==> src/rtl/timer_pkg.sv <==
// Shared definitions for the timer reload/control stage: FSM states and
// control-register bit positions within DIN.
package timer_pkg;

    typedef enum logic [1:0] {
        IDLE = 2'd0,
        ARM  = 2'd1,
        RUN  = 2'd2
    } state_t;

    localparam int CTRL_EN        = 0;
    localparam int CTRL_PER       = 1;
    localparam int CTRL_PRESC_LSB = 2;

endpackage

==> src/rtl/timer_prescale.sv <==
// CK prescaler: counts CK strobes while stepping and flags a tick when the
// count matches the programmed divide value.
module timer_prescale #(
    parameter int PRESC_W = 4
) (
    input  logic               clk,
    input  logic               rst,
    input  logic               clear,
    input  logic               step,
    input  logic [PRESC_W-1:0] presc,
    output logic               tick
);

    logic [PRESC_W-1:0] presc_cnt;

    assign tick = (presc_cnt == presc);

    // A restart clear wins over a coincident step.
    always_ff @(posedge clk or posedge rst) begin
        if (rst) begin
            presc_cnt <= '0;
        end else if (clear) begin
            presc_cnt <= '0;
        end else if (step) begin
            presc_cnt <= tick ? '0 : presc_cnt + 1'b1;
        end
    end

endmodule

==> src/rtl/timer_reload_ctl.sv <==
// Reload/control stage for one CTR8 up-counter: CPU registers, prescaler,
// IDLE/ARM/RUN sequencing of LDL/ENAB, terminal-count detection and interrupt.
module timer_reload_ctl
    import timer_pkg::*;
#(
    parameter int PRESC_W = 4,
    parameter int CTR_W   = 8
) (
    input  logic             MasterClock,
    input  logic             RESET,
    input  logic             CK,
    input  logic             WR_RELOAD,
    input  logic             WR_CTRL,
    input  logic [CTR_W-1:0] DIN,
    input  logic             INT_ACK,
    input  logic [CTR_W-1:0] CTR_Q,
    output logic [CTR_W-1:0] CTR_D,
    output logic             CTR_LDL,
    output logic             CTR_ENAB,
    output logic             INT,
    output logic             EXPIRE,
    output logic             RUNNING,
    output state_t           fsm_state
);

    state_t             state, state_nx;
    logic [CTR_W-1:0]   reload;
    logic               periodic;
    logic [PRESC_W-1:0] presc;
    logic               int_q, expire_q;
    logic               tick, term, fire, arm_req;
    logic               unused_din;

    assign arm_req    = WR_CTRL & DIN[CTRL_EN];
    // CTR_Q is the registered output of CTR8, so term adds no input-to-output path.
    assign term       = (state == RUN) & tick & (CTR_Q == {CTR_W{1'b1}});
    assign fire       = CK & term;
    assign unused_din = ^DIN;

    timer_prescale #(.PRESC_W(PRESC_W)) u_prescale (
        .clk   (MasterClock),
        .rst   (RESET),
        .clear (arm_req),
        .step  (CK & (state == RUN)),
        .presc (presc),
        .tick  (tick)
    );

    always_ff @(posedge MasterClock or posedge RESET) begin
        if (RESET) begin
            reload   <= '0;
            periodic <= 1'b0;
            presc    <= '0;
            int_q    <= 1'b0;
            expire_q <= 1'b0;
        end else begin
            if (WR_RELOAD) reload <= DIN;
            if (WR_CTRL) begin
                periodic <= DIN[CTRL_PER];
                presc    <= DIN[CTRL_PRESC_LSB +: PRESC_W];
            end
            expire_q <= fire;
            // INT is a level held until INT_ACK; a same-cycle expiry beats the ack.
            if (fire)         int_q <= 1'b1;
            else if (INT_ACK) int_q <= 1'b0;
        end
    end

    always_ff @(posedge MasterClock or posedge RESET) begin
        if (RESET) state <= IDLE;
        else       state <= state_nx;
    end

    always_comb begin
        state_nx = state;
        CTR_LDL  = 1'b1;
        CTR_ENAB = 1'b0;
        RUNNING  = 1'b0;
        case (state)
            IDLE: ;
            ARM: begin
                CTR_LDL = 1'b0;
                RUNNING = 1'b1;
                if (CK) state_nx = RUN;
            end
            RUN: begin
                CTR_ENAB = tick;
                CTR_LDL  = ~term;
                RUNNING  = 1'b1;
                if (fire && !periodic) state_nx = IDLE;
            end
            default: state_nx = IDLE;
        endcase
        // A control write overrides the terminal-count transition.
        if (WR_CTRL) state_nx = DIN[CTRL_EN] ? ARM : IDLE;
    end

    assign CTR_D     = reload;
    assign INT       = int_q;
    assign EXPIRE    = expire_q;
    assign fsm_state = state;

endmodule
==> config.mk <==
export PLATFORM = sky130hd
export DESIGN_NAME = timer_reload_ctl
export DESIGN_NICKNAME = d
export VERILOG_FILES = /design/src/rtl/timer_pkg.sv /design/src/rtl/timer_prescale.sv /design/src/rtl/timer_reload_ctl.sv
export SDC_FILE = /design/constraint.sdc
export NUM_CORES = 1
export LEC_CHECK = 0
export ABC_AREA = 1
export CORE_ASPECT_RATIO = 0.9
export CORE_UTILIZATION = 39
export DETAILED_ROUTE_END_ITERATION = 10
export PLACE_DENSITY_LB_ADDON = 0.2
export SETUP_SLACK_MARGIN = 0.4
export SYNTH_ARGS = -nofsm -noshare
export SYNTH_HDL_FRONTEND = slang
export SYNTH_SLANG_ARGS = --single-unit
==> constraint.sdc <==
create_clock -name MasterClock -period 1.4 [get_ports MasterClock]
set_clock_uncertainty 0.15 [all_clocks]
set_input_delay 0.28 -clock MasterClock [delete_from_list [all_inputs] [get_ports MasterClock]]
set_output_delay 0.28 -clock MasterClock [all_outputs]
set_load 0.02 [all_outputs]
==> metrics.csv <==
stage,metric,value,unit
synthesis,fraction of synthesized cell area taken by the top area cell type,0.512,
sta,setup repair after global routing missed its margin,true,
synthesis,most common cell in the netlist,sky130_fd_sc_hd__nand2_1,
synthesis,Synth area leaders,"sky130_fd_sc_hd__dfrtp_1 51%, sky130_fd_sc_hd__nand2_1 9.1%, sky130_fd_sc_hd__mux2_2 8.8%",
finish,Final Core Density,0.749,
sta,Final Slew Violations,0,
grt,global-route wire length before repair,4.42,mm
worst_setup_path,length in cells of the worst reg-to-reg path,12,
power,Clk pwr share,0.191,
worst_setup_path,capturing element type of the critical path,output port,
synthesis,"Primary FF master, synth",sky130_fd_sc_hd__dfrtp_1,
synthesis,total of flip-flops plus latches after synthesis,21,
status,run status,"finished, violations left",
place,number of port buffers,36,
finish,diode count,0,
worst_setup_path,Critical R2R Launch,u_prescale.presc_cnt[1],
hold_path,Worst Hold Class,input pin to asynchronous set/reset pin,
drt,detailed-route DRC error count,0,
power,power share of the sequential group,0.435,
synthesis,cell type with the largest total area after synthesis,sky130_fd_sc_hd__dfrtp_1,
floorplanning,count of boundary I/O pins,37,
cts,"Hold-fix buffers, CTS",0,
synthesis,number of warnings reported in the yosys synthesis log,0,
finish,Final Net Count,207,
grt,number of global-route vias before repair,1010,
synthesis,sequential fraction of the synthesis area,0.512,
synthesis,post-synth design cell area,1030,um^2
worst_setup_path,required time at the endpoint of the critical path,0.97,ns
power,Int Pwr,1100,uW
drt,Vias,986,
sta,Slew Limit Headroom,0.825,
grt,initial antenna violation count,0,
sta,PnR worst setup slack,-0.468,ns
power,leakage,0.000878,uW
worst_setup_path,Worst Setup Path Type,flip-flop to output port,
power,Gate power share,0.374,
cts,sinks on the clock net,21,
power,switch share,0.317,
worst_setup_path,Worst R2R End,fsm_state[0],
drt,post-detailed-route count of antenna-violating nets,0,
sta,sum of negative setup slack,-2.00,ns
grt,pin count of the biggest net entering global routing,22,
finish,total area of multi-input combinational cells,544,um^2
place,instance area after placement,1630,um^2
synthesis,number of cells produced by synthesis,111,
worst_setup_path,maximum fanout encountered on the critical timing path,3,
drt,final WL,2.67,mm
synthesis,fraction of synthesis flops using an asynchronous set or reset pin,1.00,
finish,Filler cells,170,
synthesis,Synth Area per Inst,9.25,um^2
worst_setup_path,worst reg2reg setup slack,-0.26,ns
floorplanning,initial core utilization,0.416,
cts,TritonCTS clock tree,built,
cts,number of buffers added by the clock tree synthesis step,3,
sta,final hold viol count,0,
finish,Sequential Area,528,um^2
floorplanning,vertical die dimension,50.7,um
finish,Area growth syn-to-layout,79.9,%
synthesis,ranking of synthesized cells by instance count,"25 x sky130_fd_sc_hd__nand2_1, 21 x sky130_fd_sc_hd__dfrtp_1, 15 x sky130_fd_sc_hd__inv_1, 9 x sky130_fd_sc_hd__o21ai_0, 8 x sky130_fd_sc_hd__mux2_2",
finish,post-route design area,1850,um^2
synthesis,"Distinct cells, synth",19,
floorplanning,die width,56.1,um
worst_setup_path,critical path data arrival time,1.44,ns
floorplanning,Std-Cell Rows,17,
drt,average via count per standard cell,4.74,
power,peak supply drop,0.881,mV
sta,final clock period utilization by the worst path,1.33,
place,HPWL after detailed placement,1.83,mm
finish,share of layout cells above drive strength 1,0.472,
sta,slew of the pin with the lowest slew margin,0.262,ns
synthesis,"EDFF count, synth",0,
sta,Final Setup Violations,8,
synthesis,syn nets,137,
floorplanning,Core Area,2470,um^2
worst_setup_path,startpoint types,flip-flop,
power,net switching power,510,uW
cts,clock slew at the register clock pins of the worst setup and hold paths,0.12,ns
drt,drt initial violations,18,
drt,iteration count of the initial detailed-routing pass,4,
drt,wire per inst,12.8,um
cts,insertion delay of the later-clocked pin in the worst-skew pair,0.31,ns
floorplanning,DIE AREA,2840,um^2
grt,total overflow reported by the global router,0,
place,Final Wtd Congestion,0.792,
power,PwrDens,870,nW/um^2
cts,CTS HTree Levels,1,
run,# Max-Cap Violations,0,
grt,combined global-route utilization of all metal layers,0.203,
sta,achievable clock frequency,535,MHz
status,violated checks,negative setup slack,
sta,post-layout minimum cycle time,1.87,ns
cts,worst-case clock buffer depth,2,
cts,Clk Tree Root Cell,sky130_fd_sc_hd__clkbuf_4,
-- routing by layer --
metal | up-vias | GRT usage | share of wire
met5 | - | 0 | 0
met4 | 0 | 0.0447 | 0.020
met3 | 6 | 0.0567 | 0.036
met2 | 24 | 0.357 | 0.52
met1 | 459 | 0.248 | 0.42
li1 | 497 | - | -
-- through the flow --
| step | total power (uW) | cells | hold WS, ns | setup slack, ns |
|---|---|---|---|---|
| final | 1610 | 208 | 0.125 | -0.468 |
| after global routing | 1700 | 208 | 0.176 | -0.537 |
| after CTS | 1590 | 207 | 0.133 | -0.440 |
| after detailed placement | 1190 | 196 | 0.345 | -0.662 |
| after global placement | 1170 | 196 | 0.338 | -0.609 |
| after floorplan | 925 | 111 | 0.106 | -0.136 |
-- worst max-delay path, stage by stage (launching register included) --
cell,delay (ns)
sky130_fd_sc_hd__dfrtp_1,0.43
sky130_fd_sc_hd__inv_1,0.08
sky130_fd_sc_hd__nand2_1,0.06
sky130_fd_sc_hd__nand2_1,0.08
sky130_fd_sc_hd__nor2_2,0.04
sky130_fd_sc_hd__nand2_2,0.09
sky130_fd_sc_hd__nor2_4,0.04
sky130_fd_sc_hd__a22oi_2,0.15
sky130_fd_sc_hd__buf_6,0.15
-- power by group through the flow --
stage	logic, uW	registers, uW	clock network, uW
6_report	602	699	307
5_1_grt	648	706	344
4_1_cts	576	698	311
3_5_place_dp	483	705	0
3_3_place_gp	472	702	0
2_1_floorplan	184	741	0
-- registers in the layout (all words and copies together), names as in the netlist --
signal and cells:
INT 1, CTR_D 8, u_prescale.presc_cnt 4, EXPIRE 1, periodic 1, fsm_state 2, presc 4
-- worst max path at each step --
stage	startpoint	end	slack, ns	cells past startpoint
finish	u_prescale.presc_cnt[1]	CTR_LDL	-0.47	8
floorplan	u_prescale.presc_cnt[1]	fsm_state[0]	-0.14	11
global placement	CTR_Q[6]	CTR_LDL	-0.61	5
CTS	u_prescale.presc_cnt[1]	CTR_LDL	-0.44	8
global route	u_prescale.presc_cnt[0]	CTR_LDL	-0.54	8
detailed placement	CTR_Q[5]	CTR_LDL	-0.66	5
-- cell usage in the layout (no fill, tap or decap) --
master / instances
sky130_fd_sc_hd__a21oi_1: 1
sky130_fd_sc_hd__a21oi_2: 1
sky130_fd_sc_hd__a21oi_4: 1
sky130_fd_sc_hd__a22oi_2: 1
sky130_fd_sc_hd__buf_12: 1
sky130_fd_sc_hd__buf_2: 1
sky130_fd_sc_hd__buf_4: 21
sky130_fd_sc_hd__buf_6: 23
sky130_fd_sc_hd__clkbuf_4: 3
sky130_fd_sc_hd__clkdlybuf4s50_1: 18
sky130_fd_sc_hd__clkinvlp_4: 1
sky130_fd_sc_hd__dfrtp_1: 19
sky130_fd_sc_hd__dfrtp_2: 2
sky130_fd_sc_hd__dlygate4sd2_1: 3
sky130_fd_sc_hd__ha_1: 1
sky130_fd_sc_hd__ha_4: 3
sky130_fd_sc_hd__inv_1: 11
sky130_fd_sc_hd__inv_2: 4
sky130_fd_sc_hd__inv_4: 1
sky130_fd_sc_hd__mux2_2: 7
sky130_fd_sc_hd__mux2_4: 1
sky130_fd_sc_hd__nand2_1: 23
sky130_fd_sc_hd__nand2_2: 3
sky130_fd_sc_hd__nand2_4: 2
sky130_fd_sc_hd__nand3_1: 3
sky130_fd_sc_hd__nand3_2: 2
sky130_fd_sc_hd__nand4_1: 4
sky130_fd_sc_hd__nand4_2: 1
sky130_fd_sc_hd__nor2_1: 4
sky130_fd_sc_hd__nor2_2: 2
sky130_fd_sc_hd__nor2_4: 1
sky130_fd_sc_hd__o21ai_0: 5
sky130_fd_sc_hd__o21ai_1: 2
sky130_fd_sc_hd__o21ai_2: 2
sky130_fd_sc_hd__o21bai_1: 1
sky130_fd_sc_hd__o31ai_4: 1
-- repair_timing --
action                                  in CTS  in global routing
gates resized for setup                    111                  9
endpoints found under the setup margin      36                 24
setup buffers                                7                  1
pin swaps                                    9                  7
endpoints found under the hold margin        0                  0
-- cells by family after synthesis --
logic type               count (synthesis)  synth area share
AO/OA/AOI/OAI                           15            0.0804
adder cells (fa/ha/maj)                  4            0.0487
buffers and inverters                   18            0.0658
flip-flops                              21             0.512
multiplexers                             8            0.0877
AND/OR/NAND/NOR                         45             0.206
-- area by class of cell --
class	count	area share
clock buffer	3	0.0122
sequential	21	0.286
inverter	16	0.0339
tap	28	0.0190
multi-input combinational	72	0.295
timing repair buffer	67	0.351
clock inverter	1	0.00406
Note: power is estimated with default switching activity, not from simulation.
